### src/rtl/conv_4x4_acc.sv
// Output-side collector for the 4x4 systolic array: accumulates 4-beat row bursts
// over several channel passes into ping-pong banks, then drains requantized rows.
module conv_4x4_acc #(
    parameter int WIDTH  = 16,
    parameter int ACC_W  = 24,
    parameter int PASS_W = 8
) (
    input  logic                 clk,
    input  logic                 rst,
    input  logic [PASS_W-1:0]    i_num_pass,
    input  logic [3:0]           i_shift,
    input  logic                 i_data_en,
    input  logic [4*WIDTH-1:0]   i_data,
    output logic [4*WIDTH-1:0]   o_data,
    output logic                 o_valid,
    input  logic                 i_ready,
    output logic                 o_err
);

    localparam logic signed [ACC_W-1:0] ACC_MAX = {1'b0, {(ACC_W-1){1'b1}}};
    localparam logic signed [ACC_W-1:0] ACC_MIN = {1'b1, {(ACC_W-1){1'b0}}};
    localparam logic [WIDTH-1:0]        OUT_MAX = {1'b0, {(WIDTH-1){1'b1}}};
    localparam logic [WIDTH-1:0]        OUT_MIN = {1'b1, {(WIDTH-1){1'b0}}};

    logic signed [ACC_W-1:0] acc [2][4][4];
    logic [1:0]              full;
    logic                    wr_bank, rd_bank, rd_sel;
    logic [1:0]              beat, row;
    logic [PASS_W-1:0]       pass, num_pass_q, npass_eff;
    logic                    tile_first, last_beat, drain_done, blocked;
    logic [1:0]              full_set, full_clr;
    logic signed [ACC_W-1:0] lane_ext [4];
    logic signed [ACC_W-1:0] acc_next [4];

    function automatic logic signed [ACC_W-1:0] sat_acc(input logic signed [ACC_W:0] v);
        if (v[ACC_W] != v[ACC_W-1]) return v[ACC_W] ? ACC_MIN : ACC_MAX;
        return v[ACC_W-1:0];
    endfunction

    function automatic logic [WIDTH-1:0] sat_out(input logic signed [ACC_W-1:0] v);
        if ((&v[ACC_W-1:WIDTH-1]) || !(|v[ACC_W-1:WIDTH-1])) return v[WIDTH-1:0];
        return v[ACC_W-1] ? OUT_MIN : OUT_MAX;
    endfunction

    // Follow the registered pointer while its bank is full, otherwise the other bank;
    // this keeps draining correct after a dropped tile breaks strict alternation.
    assign rd_sel     = full[rd_bank] ? rd_bank : ~rd_bank;
    assign o_valid    = |full;
    assign tile_first = (beat == 2'd0) && (pass == '0);
    assign npass_eff  = !tile_first ? num_pass_q :
                        ((i_num_pass == '0) ? PASS_W'(1) : i_num_pass);
    assign last_beat  = (beat == 2'd3) && (pass == npass_eff - PASS_W'(1));
    assign drain_done = o_valid && i_ready && (row == 2'd3);
    assign blocked    = full[wr_bank] && !(drain_done && (rd_sel == wr_bank));

    assign full_set = (i_data_en && last_beat) ? (wr_bank ? 2'b10 : 2'b01) : 2'b00;
    assign full_clr = drain_done ? (rd_sel ? 2'b10 : 2'b01) : 2'b00;

    always_comb begin
        for (int c = 0; c < 4; c++) begin
            lane_ext[c] = ACC_W'($signed(i_data[(3-c)*WIDTH +: WIDTH]));
            acc_next[c] = lane_ext[c];
            if (pass != '0)
                acc_next[c] = sat_acc({acc[wr_bank][beat][c][ACC_W-1], acc[wr_bank][beat][c]} +
                                      {lane_ext[c][ACC_W-1], lane_ext[c]});
        end
    end

    always_comb begin
        o_data = '0;
        if (o_valid)
            for (int c = 0; c < 4; c++)
                o_data[(3-c)*WIDTH +: WIDTH] = sat_out(acc[rd_sel][row][c] >>> i_shift);
    end

    always_ff @(posedge clk or negedge rst) begin
        if (!rst) begin
            for (int b = 0; b < 2; b++)
                for (int r = 0; r < 4; r++)
                    for (int c = 0; c < 4; c++)
                        acc[b][r][c] <= '0;
            full       <= '0;
            wr_bank    <= 1'b0;
            rd_bank    <= 1'b0;
            beat       <= '0;
            row        <= '0;
            pass       <= '0;
            num_pass_q <= PASS_W'(1);
            o_err      <= 1'b0;
        end else begin
            if (i_data_en) begin
                if (tile_first) num_pass_q <= npass_eff;
                beat <= beat + 2'd1;
                if (beat == 2'd3) pass <= last_beat ? '0 : pass + PASS_W'(1);
                if (last_beat) wr_bank <= ~wr_bank;
                if (blocked)
                    o_err <= 1'b1;
                else
                    for (int c = 0; c < 4; c++)
                        acc[wr_bank][beat][c] <= acc_next[c];
            end
            if (o_valid && i_ready) row <= row + 2'd1;
            rd_bank <= drain_done ? ~rd_sel : rd_sel;
            full    <= full_set | (full & ~full_clr);
        end
    end

endmodule

### config.mk
export PLATFORM = sky130hd
export DESIGN_NAME = conv_4x4_acc
export DESIGN_NICKNAME = d
export VERILOG_FILES = /design/src/rtl/conv_4x4_acc.sv
export SDC_FILE = /design/constraint.sdc
export NUM_CORES = 2
export LEC_CHECK = 0
export BUFFER_PORTS_ARGS = -buffer_cell sky130_fd_sc_hd__buf_2
export CAP_MARGIN = 30
export CORE_MARGIN = 2
export CORE_UTILIZATION = 53
export CTS_BUF_LIST = sky130_fd_sc_hd__clkbuf_2
export DETAILED_ROUTE_END_ITERATION = 10
export GPL_TIMING_DRIVEN = 0
export PLACE_DENSITY = 0.65
export SLEW_MARGIN = 20
export SYNTH_ARGS = -nofsm -noshare
export SYNTH_HDL_FRONTEND = slang
export SYNTH_SLANG_ARGS = --single-unit
### constraint.sdc
create_clock -name clk -period 12.1 [get_ports clk]
set_input_delay 0 -clock clk [delete_from_list [all_inputs] [get_ports clk]]
set_output_delay 0 -clock clk [all_outputs]
set_load 0.01 [all_outputs]
==> impl_results.md <==
- Outcome: finished, violations left
- Failing checks: negative hold slack
- Critical R2R Launch: beat[0]$_DFFE_PN0P_
- Hold wc startpoint: i_data[13]
- CTS clk-pin slew, worst paths: 120 ps
- Multiplexer area fraction after synthesis: 0.2061
- Cells after Synth: 5388
- Row cnt: 115
- Final worst-path cycle share: 0.7493
- Synthesized Nets: 5578
- Final Setup Violations: 0
- Synth unique cells: 98
- Die Span X: 317.8 um
- Seq/Total Area, Yosys: 0.3802
- Initial core utilization: 0.5328
- Max Slew Vio Count: 0
- Hold Path Sink: acc[493]$_DFFE_PN0P_
- Port-buffer cells: 142
- Top post-synthesis cells by count: nand2_1, dfrtp_1, o21ai_0
- Synth Warn #: 0
- First-pass GRT wire length: 378.7 mm
- Adder-cell share of the synthesized area: 0.02828
- Number of synthesized flops with an enable pin: 0
- Clock share of power: 0.094
- Largest net degree at the start of global routing: 134
- Synth top area share: 0.3796
- Flops & latches, synth: 793
- Core area: 97990 sq um
- # Post-CTS Setup Buffers: 0
- Synth Area in Compound Gates: 0.1992
- Worst path cell trace: clkbuf_1, clkbuf_1, clkbuf_2, mux4_2, nand2_1, nand2_1, ha_1, fa_1, a211o_1, a2111o_1, a311oi_1, o21ai_0, a41o_1, nor3_1, clkbuf_1, nand2_1, a22oi_1, dlygate4sd3_1, o21ai_0, dlygate4sd3_1
- CP max stage delay: 850 ps
- Unrepaired setup endpoints after global routing: false
- Bufs on Longest Clock Path: 3
- Fin crit period: 9067 ps
- Hold Violations, Final: 13
- Mean number of vias per cell: 7.282
- Die Area: 101000 sq um
- Path depth of the worst reg2reg path: 20
- Clk_lat worst skew: 1770 ps
- PwrDens: 356.0 nW/um^2
- Slew HR: 0.1765
- Pin slew with the least headroom to its limit: 1235 ps
- Syn avg cell area: 9.689 sq um
- Grt ovf: 0
- Root Driver: clkbuf_2
- Critical path peak fanout: 10
- Seq pwr share: 0.214
- Vias in the first global route: 51320
- Crit path buffers/inverters: 6
- Startpoint types: flop
- Fin Setup TNS: 0 ps
- Post-DP HPWL: 200.2 mm
- Worst vdd ir: 0.3395 mV
- Number of max-cap violations: 0
- NetSw: 11.94 mW
- Final wirelength: 273.6 mm
- Layout Nets: 6245
- Synth area leader: dfrtp_1
- Cell leakage power: 26.41 nW
- Worst Skew: 150.2 ps
- Initial antenna violation count: 19
- Post-synthesis cell area: 52200 sq um
- Hold Path Depth: 8
- Peak Freq: 110.3 MHz
- Fillers: 8544
- Total number of vias: 54740
- DRC: 0
- Worst hold-check path type: in -> reg
- Crit. End Element: flop
- H-tree depth: 4
- Hold_ws: -18.28 ps
- DR WL/cell: 36.40 um
- Reg-to-reg endpoint: acc[84]$_DFFE_PN0P_
- DRT Pass-1 Iters: 8
- Total Routing Usage GR: 0.5318
- CTS tree: yes
- Die Ht: 317.8 um
- CP arrival: 10590 ps
- Comb power frac: 0.691
- Pint: 9.425 mW
- Largest family of logic cells by synthesized area: multiplexers
- Setup CP Type: reg -> reg
- Top_reg_cell synth: dfrtp_1
- Clock Sinks: 793
- Layout cells sized above 1: 0.1809
- Crit path max-delay family: buffers and inverters
- Sw Share: 0.5589
- Asr flop ratio synth: 1.000
- Slowest-stage cell, CP: clkbuf_1
- Critical Path RT: 13630 ps
- Post-Synth XOR/XNOR Area: 0.01342
- Reg2Reg Setup Slack: 3030 ps
- Largest cells by area after synthesis: dfrtp_1, mux4_2, nand2_1
- Post-route ant nets: 0
- Cts bufs inserted: 208
- Simple-gate share of the synthesized area: 0.1354
- Initial DRC Count: 8914
- Critical path depth: 20
- Syn-to-layout area delta: 14.95%
- Gp weighted congestion: 1.138
- Most common cell in the netlist: nand2_1
- Num ports: 146
- Total power: 21.36 mW
==> through the flow <==
step / instances / utilization / worst slack (ps) / instance area [sq um] / hold slack (ps)
after floorplan: 5388 / - / 6842 / 52200 / -295.6
after global placement: 6817 / 0.5564 / -6375 / 54520 / 268.5
after detailed placement: 6869 / 0.5652 / 4341 / 55390 / 37.37
after CTS: 7478 / 0.6095 / 3635 / 59730 / 0.7326
after global routing: 7501 / 0.6120 / 3205 / 59970 / 123.5
final: 7518 / 0.6124 / 3033 / 60010 / -18.28
==> cell type report <==
| type | instances | area (sq um) | area share |
|---|---|---|---|
| diodes | 22 | 55.05 | 0.0009174 |
| repair buffers | 457 | 4200 | 0.07000 |
| flip-flops and latches | 793 | 19850 | 0.3307 |
| multi-input cells | 4124 | 30420 | 0.5069 |
| clock buffers | 312 | 1562 | 0.02602 |
| clock inverters | 52 | 309.0 | 0.005150 |
| inverters | 49 | 183.9 | 0.003065 |
| well taps | 1287 | 1610 | 0.02683 |
| plain buffers | 422 | 1822 | 0.03036 |
==> what timing repair did <==
item                       CTS  global route
gates resized for setup      0             0
hold buffers               245             0
hold endpoints to repair  1453             0
==> state kept, by name, indices dropped and copies added, names as in the netlist <==
name        cells
pass            8
wr_bank         1
row             2
num_pass_q      8
acc           768
o_err           1
rd_bank         1
full            2
beat            2
==> kinds of logic (layout without fill, tap and decap cells) <==
| family | Yosys count | after routing |
|---|---|---|
| AO/OA/AOI/OAI | 1664 | 1664 |
| XOR/XNOR | 80 | 80 |
| adder cells (fa/ha/maj) | 117 | 117 |
| buffers and inverters | 471 | 1292 |
| flip-flops | 793 | 793 |
| multiplexers | 574 | 574 |
| other | 0 | 22 |
| AND/OR/NAND/NOR | 1689 | 1689 |
==> cells in the final DEF (no fill, tap or decap), drive strengths merged, types with 51 or more instances in the layout <==
cell type,count
mux2i,139
dlygate4sd3,244
nor2,240
o22ai,68
a21o,69
a22o,55
o21ai,728
a221oi,63
a21oi,206
nand2,1146
nor3,57
ha,106
clkbuf,632
mux4,397
xnor2,51
a211oi,53
dfrtp,792
inv,52
a22oi,126
buf,315
a31oi,79
nand3,55
==> how the worst max path moves through the flow <==
stage                            to  slack (ps)                start
2_1_floorplan  acc[459]$_DFFE_PN0P_        6840  wr_bank$_DFFE_PN0N_
3_3_place_gp   acc[730]$_DFFE_PN0P_       -6370                  rst
3_5_place_dp   acc[555]$_DFFE_PN0P_        4340  wr_bank$_DFFE_PN0N_
4_1_cts         acc[84]$_DFFE_PN0P_        3640  beat[0]$_DFFE_PN0P_
5_1_grt         acc[84]$_DFFE_PN0P_        3200  beat[0]$_DFFE_PN0P_
6_report        acc[84]$_DFFE_PN0P_        3030  beat[0]$_DFFE_PN0P_
==> layer usage <==
layer  global-route usage  routed length, um  vias up
li1                     -                  -    21660
met1               0.6592              96240    26970
met2               0.7142             108400     4844
met3               0.2705              45590     1250
met4               0.3655              22720       22
met5              0.03972                699        -
==> worst reg2reg max path, delay by kind of cell (launching register included) <==
family,cells,cell delay (ps)
multiplexers,1,410
adder cells (fa/ha/maj),2,880
buffers and inverters,6,3900
AND/OR/NAND/NOR,4,1110
flip-flops,1,430
AO/OA/AOI/OAI,7,2140
==> power by group through the flow <==
stage          logic, mW  registers [mW]  clock network, mW
3_3_place_gp        13.1            4.51                  0
6_report            14.8            4.58               2.01
4_1_cts             13.9            4.51               1.95
3_5_place_dp        13.4            4.56                  0
5_1_grt             15.2            4.66               2.10
2_1_floorplan       8.49            4.24                  0
Note: power is estimated with default switching activity, not from simulation.
